$ cat config.mk
export PLATFORM = sky130hd
export DESIGN_NAME = ula_cmp_flag_gen
export DESIGN_NICKNAME = d
export VERILOG_FILES = /design/src/rtl/ula_cmp_flag_gen.sv
export SDC_FILE = /design/constraint.sdc
export NUM_CORES = 1
export LEC_CHECK = 0
export ABC_AREA = 1
export CAP_MARGIN = 20
export CORE_ASPECT_RATIO = 1.75
export CORE_MARGIN = 5
export CORE_UTILIZATION = 23
export CTS_CLUSTER_DIAMETER = 200
export DETAILED_ROUTE_END_ITERATION = 8
export MAX_ROUTING_LAYER = met4
export PLACE_DENSITY = 0.52
export SLEW_MARGIN = 20
export SYNTH_ARGS = -nofsm -noshare
export SYNTH_HDL_FRONTEND = slang
export SYNTH_SLANG_ARGS = --single-unit
$ cat constraint.sdc
create_clock -name clk -period 2 [get_ports clk]
set_input_delay 0.6 -clock clk [delete_from_list [all_inputs] [get_ports clk]]
set_output_delay 0.6 -clock clk [all_outputs]
set_load 0.1 [all_outputs]
$ cat src/rtl/ula_cmp_flag_gen.sv
// ula_cmp_flag_gen: bit-serial (b - a) comparator producing zero/sign flags.
// Optional macro ULA_CMP_UNSIGNED_EN adds unsigned_mode (zero-extended operands).
module ula_cmp_flag_gen #(
    parameter int WIDTH = 8
) (
    input  logic               clk,
    input  logic               rst,
    input  logic               start,
`ifdef ULA_CMP_UNSIGNED_EN
    input  logic               unsigned_mode,
`endif
    input  logic [WIDTH-1:0]   a,
    input  logic [WIDTH-1:0]   b,
    output logic               busy,
    output logic               done,
    output logic               zero_flag,
    output logic               sign_flag,
    output logic [2*WIDTH-1:0] result
);

    localparam int IW = $clog2(WIDTH + 1);

    typedef enum logic [1:0] {
        IDLE,
        RUN,
        DONE
    } state_t;

    state_t state_q, state_d;

    logic [WIDTH:0]     a_q, a_d;
    logic [WIDTH:0]     b_q, b_d;
    logic [WIDTH:0]     diff_q, diff_d;
    logic               carry_q, carry_d;
    logic               zacc_q, zacc_d;
    logic [IW-1:0]      idx_q, idx_d;
    logic               busy_q, busy_d;
    logic               done_q, done_d;
    logic               zero_q, zero_d;
    logic               sign_q, sign_d;
    logic [2*WIDTH-1:0] result_q, result_d;

    logic ext_a;
    logic ext_b;
    logic accept;
    logic last;
    logic na_bit;
    logic diff_bit;

    always_comb begin
        ext_a = a[WIDTH-1];
        ext_b = b[WIDTH-1];
`ifdef ULA_CMP_UNSIGNED_EN
        if (unsigned_mode) begin
            ext_a = 1'b0;
            ext_b = 1'b0;
        end
`endif
        accept   = start && ((state_q == IDLE) || (state_q == DONE));
        na_bit   = ~a_q[0];
        diff_bit = b_q[0] ^ na_bit ^ carry_q;
        last     = (idx_q == IW'(WIDTH));

        state_d  = state_q;
        a_d      = a_q;
        b_d      = b_q;
        diff_d   = diff_q;
        carry_d  = carry_q;
        zacc_d   = zacc_q;
        idx_d    = idx_q;
        zero_d   = zero_q;
        sign_d   = sign_q;
        result_d = result_q;

        unique case (state_q)
            IDLE, DONE: begin
                if (accept) begin
                    // Bit WIDTH carries the extension so the serial loop
                    // just keeps consuming bit 0.
                    a_d     = {ext_a, a};
                    b_d     = {ext_b, b};
                    diff_d  = '0;
                    carry_d = 1'b1;
                    zacc_d  = 1'b0;
                    idx_d   = '0;
                    state_d = RUN;
                end else begin
                    state_d = IDLE;
                end
            end
            RUN: begin
                a_d     = a_q >> 1;
                b_d     = b_q >> 1;
                carry_d = (b_q[0] & na_bit) | (b_q[0] & carry_q) |
                          (na_bit & carry_q);
                diff_d  = {diff_bit, diff_q[WIDTH:1]};
                zacc_d  = zacc_q | diff_bit;
                idx_d   = idx_q + IW'(1);
                if (last) begin
                    zero_d   = ~(zacc_q | diff_bit);
                    sign_d   = diff_bit;
                    result_d = {{(WIDTH-1){diff_bit}}, diff_bit,
                                diff_q[WIDTH:1]};
                    state_d  = DONE;
                end
            end
            default: begin
                state_d = IDLE;
            end
        endcase

        busy_d = (state_d == RUN);
        done_d = (state_d == DONE);
    end

    always_ff @(posedge clk) begin
        if (rst) begin
            state_q  <= IDLE;
            a_q      <= '0;
            b_q      <= '0;
            diff_q   <= '0;
            carry_q  <= 1'b0;
            zacc_q   <= 1'b0;
            idx_q    <= '0;
            busy_q   <= 1'b0;
            done_q   <= 1'b0;
            zero_q   <= 1'b0;
            sign_q   <= 1'b0;
            result_q <= '0;
        end else begin
            state_q  <= state_d;
            a_q      <= a_d;
            b_q      <= b_d;
            diff_q   <= diff_d;
            carry_q  <= carry_d;
            zacc_q   <= zacc_d;
            idx_q    <= idx_d;
            busy_q   <= busy_d;
            done_q   <= done_d;
            zero_q   <= zero_d;
            sign_q   <= sign_d;
            result_q <= result_d;
        end
    end

    assign busy      = busy_q;
    assign done      = done_q;
    assign zero_flag = zero_q;
    assign sign_flag = sign_q;
    assign result    = result_q;

endmodule

== Word-level counts from Yosys, hierarchy flattened ==
Index checks and enable logic that the tools add are counted.

* Register bits: 48
* Output and inout bits: 20
* Word-level logic and storage cells: 51

* $add $sub $neg: 1
* Equal/unequal tests: 6
* Mux-type cells: 15
* Bitwise operators: 10
* Reduce and logical (&&, ||, !) cells: 7

{| class="wikitable"
|+ Operators by type and width
! operator !! count
|-
| $pmux W9 S2 || 3
|-
| $mux W9 || 3
|-
| $pmux W4 S2 || 1
|-
| $add A4 B1 Y4 const B || 1
|-
| $eq A2 B1 Y1 const B || 2
|-
| $eq A2 B2 Y1 const B || 2
|-
| $eq A4 B4 Y1 const B || 1
|-
| $mux W4 || 1
|-
| $pmux W1 S2 || 2
|-
| $pmux W2 S2 || 1
|-
| $reduce_and A2 Y1 || 2
|-
| $and A1 B1 Y1 || 3
|-
| $mux W1 || 3
|-
| $or A1 B1 Y1 || 3
|-
| $logic_not A2 Y1 || 1
|-
| $mux W2 || 1
|-
| $ne A2 B2 Y1 const B || 1
|-
| $not A1 Y1 || 2
|-
| $reduce_bool A2 Y1 || 1
|-
| $reduce_or A2 Y1 || 1
|-
| $xor A1 B1 Y1 || 2
|-
| $logic_and A1 B1 Y1 || 1
|-
| $logic_or A1 B1 Y1 || 1
|}

== Longest topological paths before layout ==
Gate-level depths: netlist of the first run.

* Word-level depth: 6
* Depth in mapped cells: 7
* Gate-level depth less buffers: 7

== Least setup slack after synthesis of the first run ==
No wires, ideal clock.

* Path type: reg-to-output
* Start: register, netlist name sign_flag
* End: output port result[10]
* Arrival: 1500 ps
* Data required time: 1400 ps
* Path slack: -100 ps
* Cell stages (with the launch flop): 2
* Cells stage by stage: dfxtp_1 > buf_4

{| class="wikitable"
|+ RTL lines
! item !! line !! source
|-
| end, declared || 18 || <nowiki>output logic [2*WIDTH-1:0] result</nowiki>
|}

==> results of run 1 <==
==> flip-flops by register name, indices dropped and copies added (netlist names) <==
| register | flops |
|---|---|
| a_q | 9 |
| zacc_q | 1 |
| b_q | 9 |
| idx_q | 4 |
| busy | 1 |
| state_q | 2 |
| done | 1 |
| zero_flag | 1 |
| result | 8 |
| carry_q | 1 |
| sign_flag | 1 |
| diff_q | 8 |
==> layout make-up <==
cell class / count / area (µm²) / area share
clock buffers: 5 / 125.1 / 0.04348
clock inverters: 3 / 21.27 / 0.007391
inverters: 27 / 103.9 / 0.03609
multi-input cells: 182 / 892.1 / 0.3100
flip-flops and latches: 46 / 922.1 / 0.3204
well taps: 120 / 150.1 / 0.05217
repair buffers: 49 / 663.1 / 0.2304
==> power by group through the flow <==
stage	combinational, W	sequential (W)	clock [W]
floorplan	0.000174	0.00100	0
global placement	0.000256	0.000998	0
detailed placement	0.000261	0.000999	0
CTS	0.000261	0.000978	0.000849
global route	0.000291	0.000982	0.000890
finish	0.000257	0.000978	0.000818
==> cell families after synthesis <==
kind of cell / after synthesis / share of synthesized area
AO/OA/AOI/OAI: 34 / 0.08433
adder cells (fa/ha/maj): 3 / 0.02153
buffers and inverters: 53 / 0.1334
flip-flops: 46 / 0.4402
AND/OR/NAND/NOR: 145 / 0.3206
==> placed cells by master (no fill, tap or decap), types with 2 or more instances in the layout <==
| cell | instances |
|---|---|
| buf_4 | 11 |
| a21oi_1 | 30 |
| nand3_1 | 81 |
| clkbuf_16 | 5 |
| buf_12 | 20 |
| nand2_2 | 4 |
| nor2_4 | 2 |
| dfxtp_1 | 45 |
| nand2_1 | 46 |
| ha_1 | 2 |
| inv_1 | 25 |
| nor2_1 | 12 |
| clkdlybuf4s50_1 | 18 |
==> worst max-delay path by stage <==
stage	startpoint	slack [ps]	endpoint	depth (start not counted)
CTS	sign_flag	230	result[11]	1
detailed placement	start	210	b_q[7]	6
floorplan	sign_flag	290	result[10]	1
global placement	start	250	idx_q[3]	6
global route	sign_flag	190	result[9]	1
finish	sign_flag	250	result[15]	1
==> metrics by stage <==
step / utilization / cell area, µm² / hold WS, ps / total power [W] / worst slack, ps
2_1_floorplan: - / 2093 / 431.1 / 0.001177 / 294.1
5_1_grt: 0.3205 / 2878 / 496.8 / 0.002163 / 191.8
3_3_place_gp: 0.3042 / 2731 / 446.1 / 0.001254 / 246.9
4_1_cts: 0.3205 / 2878 / 459.8 / 0.002088 / 228.2
6_report: 0.3205 / 2878 / 462.1 / 0.002053 / 248.4
3_5_place_dp: 0.3042 / 2731 / 450.4 / 0.001260 / 211.0
==> per-layer routing <==
layer	vias to the layer above	global-route usage	share of wire
met5	-	-	0
met4	0	0.03327	0.015
met3	5	0.01592	0.038
met2	34	0.1616	0.53
met1	859	0.1146	0.42
li1	975	-	-
==> summary.txt, run 1 <==
Global routing
  – Vias in the first global route: 1772
  – First-pass GRT wire length: 8404 µm
  – Antenna violations before repair: 0
  – GRT Resource Usage Total: 0.09635
  – GRT Residual Overflow: 0
  – Largest net degree at the start of global routing: 30

Run
  – Max-cap violations: 0

Synth
  – Number of warning messages in the yosys log: 0
  – Most common cell in the netlist: nand3_1
  – Seq/Total Area, Yosys: 0.4402
  – Top-area cell type share of the netlist area: 0.4402
  – EDFF count, synth: 0
  – Mapped cell area: 2092 µm²
  – Top_reg_cell synth: dfxtp_1
  – Post-synth top cells: 81 x nand3_1, 46 x dfxtp_1, 46 x nand2_1
  – Synth area leaders: dfxtp_1 44%, nand3_1 19%, nand2_1 8.3%
  – Register bit total from synthesis: 46
  – Count of different cell masters after synthesis: 21
  – Post-synth top area cell: dfxtp_1
  – Post-synth ARST share: 0
  – Synthesized instance count: 281
  – Synth Area per Inst: 7.445 µm²
  – Net Count, Synth: 303

STA
  – Fin crit share: 0.8758
  – RSZ-0062 raised after global routing: false
  – Slew @ Worst Pin: 473.9 ps
  – Clock skew: 4.788 ps
  – Slew Viols, Final: 0
  – Max Fclk: 0.5709 GHz
  – Fin crit period: 1752 ps
  – Final setup fails: 0
  – Setup TNS: 0 ps
  – Slew margin rel.: 0.6841
  – Final hold violation count: 0

Detailed routing
  – Final ANT Viol Nets: 0
  – Iteration-0 DRC Markers: 105
  – Vias: 1873
  – Via density: 4.336
  – DRT Pass-1 Iters: 4
  – Wire per inst: 11.16 µm
  – Routed WL: 4822 µm
  – # DRC: 0

Power and ir drop
  – Pwr per Cell Area: 713.5 nW/µm²
  – VDD IR max: 0.0003522 V
  – Leakage: 1.149 nW
  – Int Pwr: 0.001522 W
  – P_sw: 0.0005308 W
  – Flop pwr share: 0.477
  – Combinational fraction of design power: 0.125
  – Switching Fraction: 0.2585
  – Clock power frac: 0.398

Min path
  – Endpoint, Worst Hold: zacc_q
  – Hold Crit Depth: 2
  – Hold path start: zacc_q
  – Worst Hold Class: reg2reg

Worst setup path
  – CP endpoint kind: output pin
  – Critical path class: reg2out
  – Worst Path Max Fanout: 10
  – Setup crit start kind: register
  – Arrival time worst endpoint: 1150 ps
  – Critical path cell sequence: buf_12
  – CP max-delay cell: dfxtp_2
  – Cell family with most CP delay: flip-flops
  – R2R cell count: 7
  – Reg-to-reg slack, setup: 640 ps
  – CP bufs+invs: 1
  – Worst r2r src: a_q[0]
  – Crit path largest cell delay: 630 ps
  – Worst R2R End: zero_flag
  – Worst EP required: 1400 ps

Cells and area
  – Nets@finish: 333
  – Ant diodes: 0
  – Share of layout cells above drive strength 1: 0.1571
  – Area Overhead vs Synth: 37.56%
  – Final Non-Filler Cells: 432
  – Filler Cell Count: 988

Floorplan
  – Die Area: 11180 µm²
  – Initial Utilization: 0.2330
  – I/O pins: 39
  – Floorplan row count: 46
  – Die Y: 136.2 µm
  – Core area: 8979 µm²
  – Die X: 82.10 µm

Clock network
  – Post-CTS Hold Buffers: 0
  – Clock Latency Late Sink: 280 ps
  – Post-CTS Setup Bufs: 0
  – CTS max path bufs: 2
  – Sink Count: 46
  – CTS buffer count: 5
  – Clock-pin transition on the worst setup and hold timing paths: 60 ps
  – Htree depth: 2
  – Resized cells post-CTS: 0
  – TritonCTS clock tree: built
  – CTS root buffer: clkbuf_16

Place
  – RePlAce Congestion: 0.7321
  – Buffers on Ports: 38
  – HPWL Detailed: 3547 µm
  – Post-placement cell count: 424

Outcome
  – Status: finished, final reports clean
Note: power is estimated with default switching activity, not from simulation.
==> run 2, diff against run 1 <==
- CORE_UTILIZATION: 23 -> 41
- PLACE_DENSITY: 0.52 -> 0.75
==> run 2 against run 1 <==
- first-iteration DRC count shrank 51%
- non-clock buffer count shrank 3
- setup slack lost 17 ps
- clock power shrank 28%
- final area shrank 5.4%
- worst hold slack lost 3.2 ps
- critical path type unchanged
- highest routed layer unchanged
==> summary.txt, run 2 (same netlist as run 1, synthesis figures left out) <==
STA
  – Clock skew: 3.482 ps
  – RSZ-0062 raised after global routing: false
  – Setup TNS: 0 ps
  – Final hold slack: 458.9 ps
  – Slew @ Worst Pin: 661.7 ps
  – Slew Viols, Final: 0
  – Final setup fails: 0
  – Fin crit share: 0.8843
  – Final hold violation count: 0
  – Fin crit period: 1769 ps
  – Max Fclk: 0.5654 GHz
  – Slew margin rel.: 0.5584

Cells and area
  – Most frequent cells in the layout: 81 x nand3_1, 46 x nand2_1, 45 x dfxtp_1
  – Biggest regs: a_q: 9 flops, b_q: 9 flops
  – Ant diodes: 0
  – Nets@finish: 330
  – Final Util: 0.5468
  – Share of layout cells above drive strength 1: 0.1489
  – Commonest non-fill, non-tap cell in the layout: nand3_1
  – Final Non-Filler Cells: 363
  – Area Overhead vs Synth: 30.08%
  – Filler Cell Count: 449

Worst setup path
  – Critical path cell sequence: buf_12
  – Critical Path Stages: 1
  – Worst Path Max Fanout: 10
  – Crit path largest cell delay: 630 ps
  – Arrival time worst endpoint: 1170 ps
  – Setup crit start kind: register
  – CP endpoint kind: output pin
  – CP max-delay cell: dfxtp_2
  – R2R cell count: 5
  – CP bufs+invs: 1
  – Worst r2r src: state_q[0]
  – Cell family with most CP delay: flip-flops
  – Worst R2R End: a_q[4]
  – Reg-to-reg slack, setup: 450 ps
  – Critical path class: reg2out
  – Worst EP required: 1400 ps

Power and ir drop
  – Int Pwr: 0.001335 W
  – P_sw: 0.0004849 W
  – Pwr per Cell Area: 668.6 nW/µm²
  – Tot Pwr: 0.001820 W
  – Combinational fraction of design power: 0.137
  – Switching Fraction: 0.2665
  – Leakage: 1.112 nW
  – VDD IR max: 0.0005723 V
  – Clock power frac: 0.324
  – Flop pwr share: 0.539

Clock network
  – Post-CTS Hold Buffers: 0
  – Clock-pin transition on the worst setup and hold timing paths: 80 ps
  – Clock Latency Late Sink: 300 ps
  – Post-CTS Setup Bufs: 0
  – Resized cells post-CTS: 0
  – CTS buffer count: 5
  – Htree depth: 2
  – TritonCTS clock tree: built
  – CTS max path bufs: 2
  – Sink Count: 46
  – CTS root buffer: clkbuf_8

Global routing
  – GRT Resource Usage Total: 0.1352
  – Largest net degree at the start of global routing: 30
  – Vias in the first global route: 1671
  – First-pass GRT wire length: 7217 µm
  – Antenna violations before repair: 0
  – GRT Residual Overflow: 0

Floorplan
  – Die Area: 6687 µm²
  – Die Y: 104.5 µm
  – I/O pins: 39
  – Core area: 4977 µm²
  – Floorplan row count: 34
  – Die X: 64.00 µm
  – Initial Utilization: 0.4203

Min path
  – Hold Crit Depth: 2
  – Hold path start: zacc_q
  – Endpoint, Worst Hold: zacc_q
  – Worst Hold Class: reg2reg

Detailed routing
  – Via density: 5.207
  – Final ANT Viol Nets: 0
  – Wire per inst: 11.93 µm
  – DRT Pass-1 Iters: 4
  – # DRC: 0
  – Iteration-0 DRC Markers: 51
  – Routed WL: 4331 µm
  – Vias: 1890

Place
  – Buffers on Ports: 38
  – HPWL Detailed: 3099 µm
  – Post-placement cell count: 355
  – RePlAce Congestion: 0.7817

Run
  – Max-cap violations: 0

Outcome
  – Status: finished, final reports clean
-- run 2: changes by cell type in the layout (fill, tap and decap cells not counted) --
| cell | before | now |
|---|---|---|
| buf_4 | 11 | 8 |
| clkbuf_16 | 5 | 0 |
| clkbuf_8 | 0 | 6 |
| clkinv_4 | 1 | 0 |
-- run 2: per-stage QoR --
| step | instance area [µm²] | worst slack (ps) |
|---|---|---|
| 5_1_grt | 2721 | 177.3 |
| 6_report | 2721 | 231.4 |
| 4_1_cts | 2721 | 214.4 |
| 2_1_floorplan | 2093 | 294.1 |
| 3_3_place_gp | 2626 | 113.7 |
| 3_5_place_dp | 2626 | 93.47 |
-- run 2: worst max path at each step --
| stage | to | from |
|---|---|---|
| 2_1_floorplan | result[10] | sign_flag |
| 3_3_place_gp | idx_q[0] | rst |
| 3_5_place_dp | idx_q[0] | rst |
| 4_1_cts | result[9] | sign_flag |
| 5_1_grt | idx_q[0] | rst |
| 6_report | result[9] | sign_flag |
-- run 2: worst register-to-register path: stages, from the launching register on --
cell and delay, ps:
dfxtp_1 580, inv_4 180, nand2_2 260, buf_4 210
nand3_1 80, a21oi_1 180
-- run 2: cell type report --
type | count | area [µm²] | share of cell area
clock buffers | 6 | 82.58 | 0.03034
clock inverters | 2 | 12.51 | 0.004598
inverters | 27 | 103.9 | 0.03816
multi-input cells | 182 | 892.1 | 0.3278
flip-flops and latches | 46 | 922.1 | 0.3389
well taps | 54 | 67.56 | 0.02483
repair buffers | 46 | 640.6 | 0.2354
-- run 2: power by group through the flow --
stage          clock [W]  combinational (W)  sequential, W
2_1_floorplan          0           0.000174        0.00100
3_3_place_gp           0           0.000246        0.00100
3_5_place_dp           0           0.000250        0.00100
4_1_cts         0.000605           0.000251       0.000981
5_1_grt         0.000640           0.000279       0.000986
6_report        0.000590           0.000250       0.000980
-- run 2: metal layers --
layer / vias to the layer above / GRT usage / routed length, µm
li1: 964 / - / -
met1: 880 / 0.1418 / 1834
met2: 41 / 0.2317 / 2216
met3: 5 / 0.03351 / 209
met4: 0 / 0.06092 / 71
met5: - / - / 0
==> run 3, diff against run 2 <==
- CTS_CLUSTER_SIZE: not set -> 20
==> results of run 3 <==
No change in the layout: final DEF, timing and power equal those of run 2.
==> edit: new RTL, flow settings as in run 3 <==
The 3 states of `state_t` get a one-hot encoding in 3 bits.
--- a/src/rtl/ula_cmp_flag_gen.sv
+++ b/src/rtl/ula_cmp_flag_gen.sv
@@ -21,8 +21,8 @@
     localparam int IW = $clog2(WIDTH + 1);
 
-    typedef enum logic [1:0] {
-        IDLE,
-        RUN,
-        DONE
+    typedef enum logic [2:0] {
+        IDLE = 3'b001,
+        RUN  = 3'b010,
+        DONE = 3'b100
     } state_t;
 
Function: no difference found for any inputs over 10 cycles, from zero or initial values and one cycle with rst high; not proved beyond that.
==> edit against run 3 <==
Clock power rose by 37%. Synthesized cell count is 0.71% lower. Power is 11% higher. Combinational power is 12% lower. Clock skew increased by 0.0090 ns. Count of clock-buffer cells in the layout did not move. Synthesized area shrank 1.2%. Via count is 2.0% lower. Sequential cell count is 1 higher. Setup slack got worse by 0.0052 ns. Sequential share of layout area is 0.50 points higher. Cell area grew 0.69%. Routed wire length shrank 0.58%. Critical endpoint is now result[8]. Largest cell class unchanged.
==> edit: results (changes against run 3) <==
| Metric | Value |
|---|---|
| Cells after DPL | 353 (-0.56%) |
| First-pass GRT wire length | 7070 um (-2.0%) |
| N_diodes | 0 (unchanged) |
| Min-Delay Endpoint | result[3] |
| DRT Wirelength | 4310 um (-0.58%) |
| Pleak | 1.16 nW (+4.6%) |
| Via count | 1852 (-2.0%) |
| R2r setup slk | 0.52 ns (+0.07 ns) |
| DP Area | 2610 um2 (-0.71%) |
| Share of cells above drive strength 1 | 13.7% (-1.2 points) |
| Vias in the first global route | 1660 (-0.66%) |
| Biggest regs | a_q x9, b_q x9 |
| Slew headroom | 69.1% (+13 points) |
| Worst r2r src | state_q[2] |
| Max stage delay cell, worst path | dfxtp_2 |
| Worst Hold Class | flop to flop |
| Final Skew | 0.0125 ns (+0.00905 ns) |
| Largest net degree at the start of global routing | 32 (+6.7%) |
| Top cells by area, synth | dfxtp_1, nand2_1, nand3_1 |
| Hold Startpoint | diff_q[4] |
| Register-to-Register Path Depth | 7 (+2) |
| Post-Layout Cell Count | 361 (-0.55%) |
| Register area share after synthesis | 45.5% (+1.5 points) |
| Crit-path leading delay family | flip-flops |
| GRT Overall Usage | 13.3% (-0.24 points) |
| Max IR drop VDD | 0.744 mV (+30%) |
| Nets | 328 (-0.61%) |
| Synth top cells by count | nand2_1, nand3_1, dfxtp_1 |
| Syn nets | 301 (-0.66%) |
| Synth Area per Inst | 7.41 um2 (-0.49%) |
| Outcome | finished clean |
| Hold Slack | 0.462 ns (+0.00273 ns) |
| DPL Wire Length | 3090 um (-0.41%) |
| Final GP Congestion | 0.799 (+2.2%) |
| Sw Ratio | 22.8% (-3.9 points) |
| Filler cells | 443 (-1.3%) |
| Worst reg2reg path endpoint | b_q[7] |
| Cell variety after synth | 23 (+9.5%) |
-- edit: metrics by stage --
stage | util (%) | total power, mW
finish | 55.5 | 2.02
global placement | 52.8 | 1.23
detailed placement | 52.8 | 1.23
CTS | 55.5 | 2.04
global route | 55.5 | 2.10
floorplan | - | 1.15
-- edit: how the worst max path moves through the flow --
stage                            end  depth (start not counted)  slack, ns
after global placement    state_q[1]                          5       0.18
after CTS                  result[8]                          1       0.21
final                      result[8]                          1       0.23
after global routing      result[12]                          1       0.18
after floorplan           result[10]                          1       0.29
after detailed placement  state_q[1]                          5       0.12
-- edit: logic make-up after synthesis --
| logic type | share of synthesized area [%] |
|---|---|
| AOI/OAI and AO/OA | 8.23 |
| xor gates and xnor gates | 0.424 |
| adders and majority gates | 2.18 |
| buffers and inverters | 11.1 |
| DFF | 45.5 |
| and+or+nand+nor | 32.6 |
-- edit: power groups by stage --
stage                     sequential (mW)  combinational [mW]  clock [mW]
after floorplan                      1.02               0.138           0
after CTS                           0.991               0.221       0.826
after global placement               1.01               0.217           0
after global routing                0.995               0.243       0.865
after detailed placement             1.01               0.220           0
final                               0.990               0.220       0.809
-- edit: area by class of cell --
cell class                      count  share of cell area (%)
Clock buffer                        6                    2.65
Clock inverter                      2                    2.19
Inverter                           18                    2.47
Multi-Input combinational cell    189                    32.7
Sequential cell                    47                    34.4
Tap cell                           54                    2.47
Timing Repair Buffer               45                    23.1
-- edit: per-layer routing --
layer	track usage [%]	wire [um]	vias up
met5	-	0	-
met4	6.24	70	0
met3	2.70	230	7
met2	24.1	2370	55
met1	13.0	1640	845
li1	-	-	945
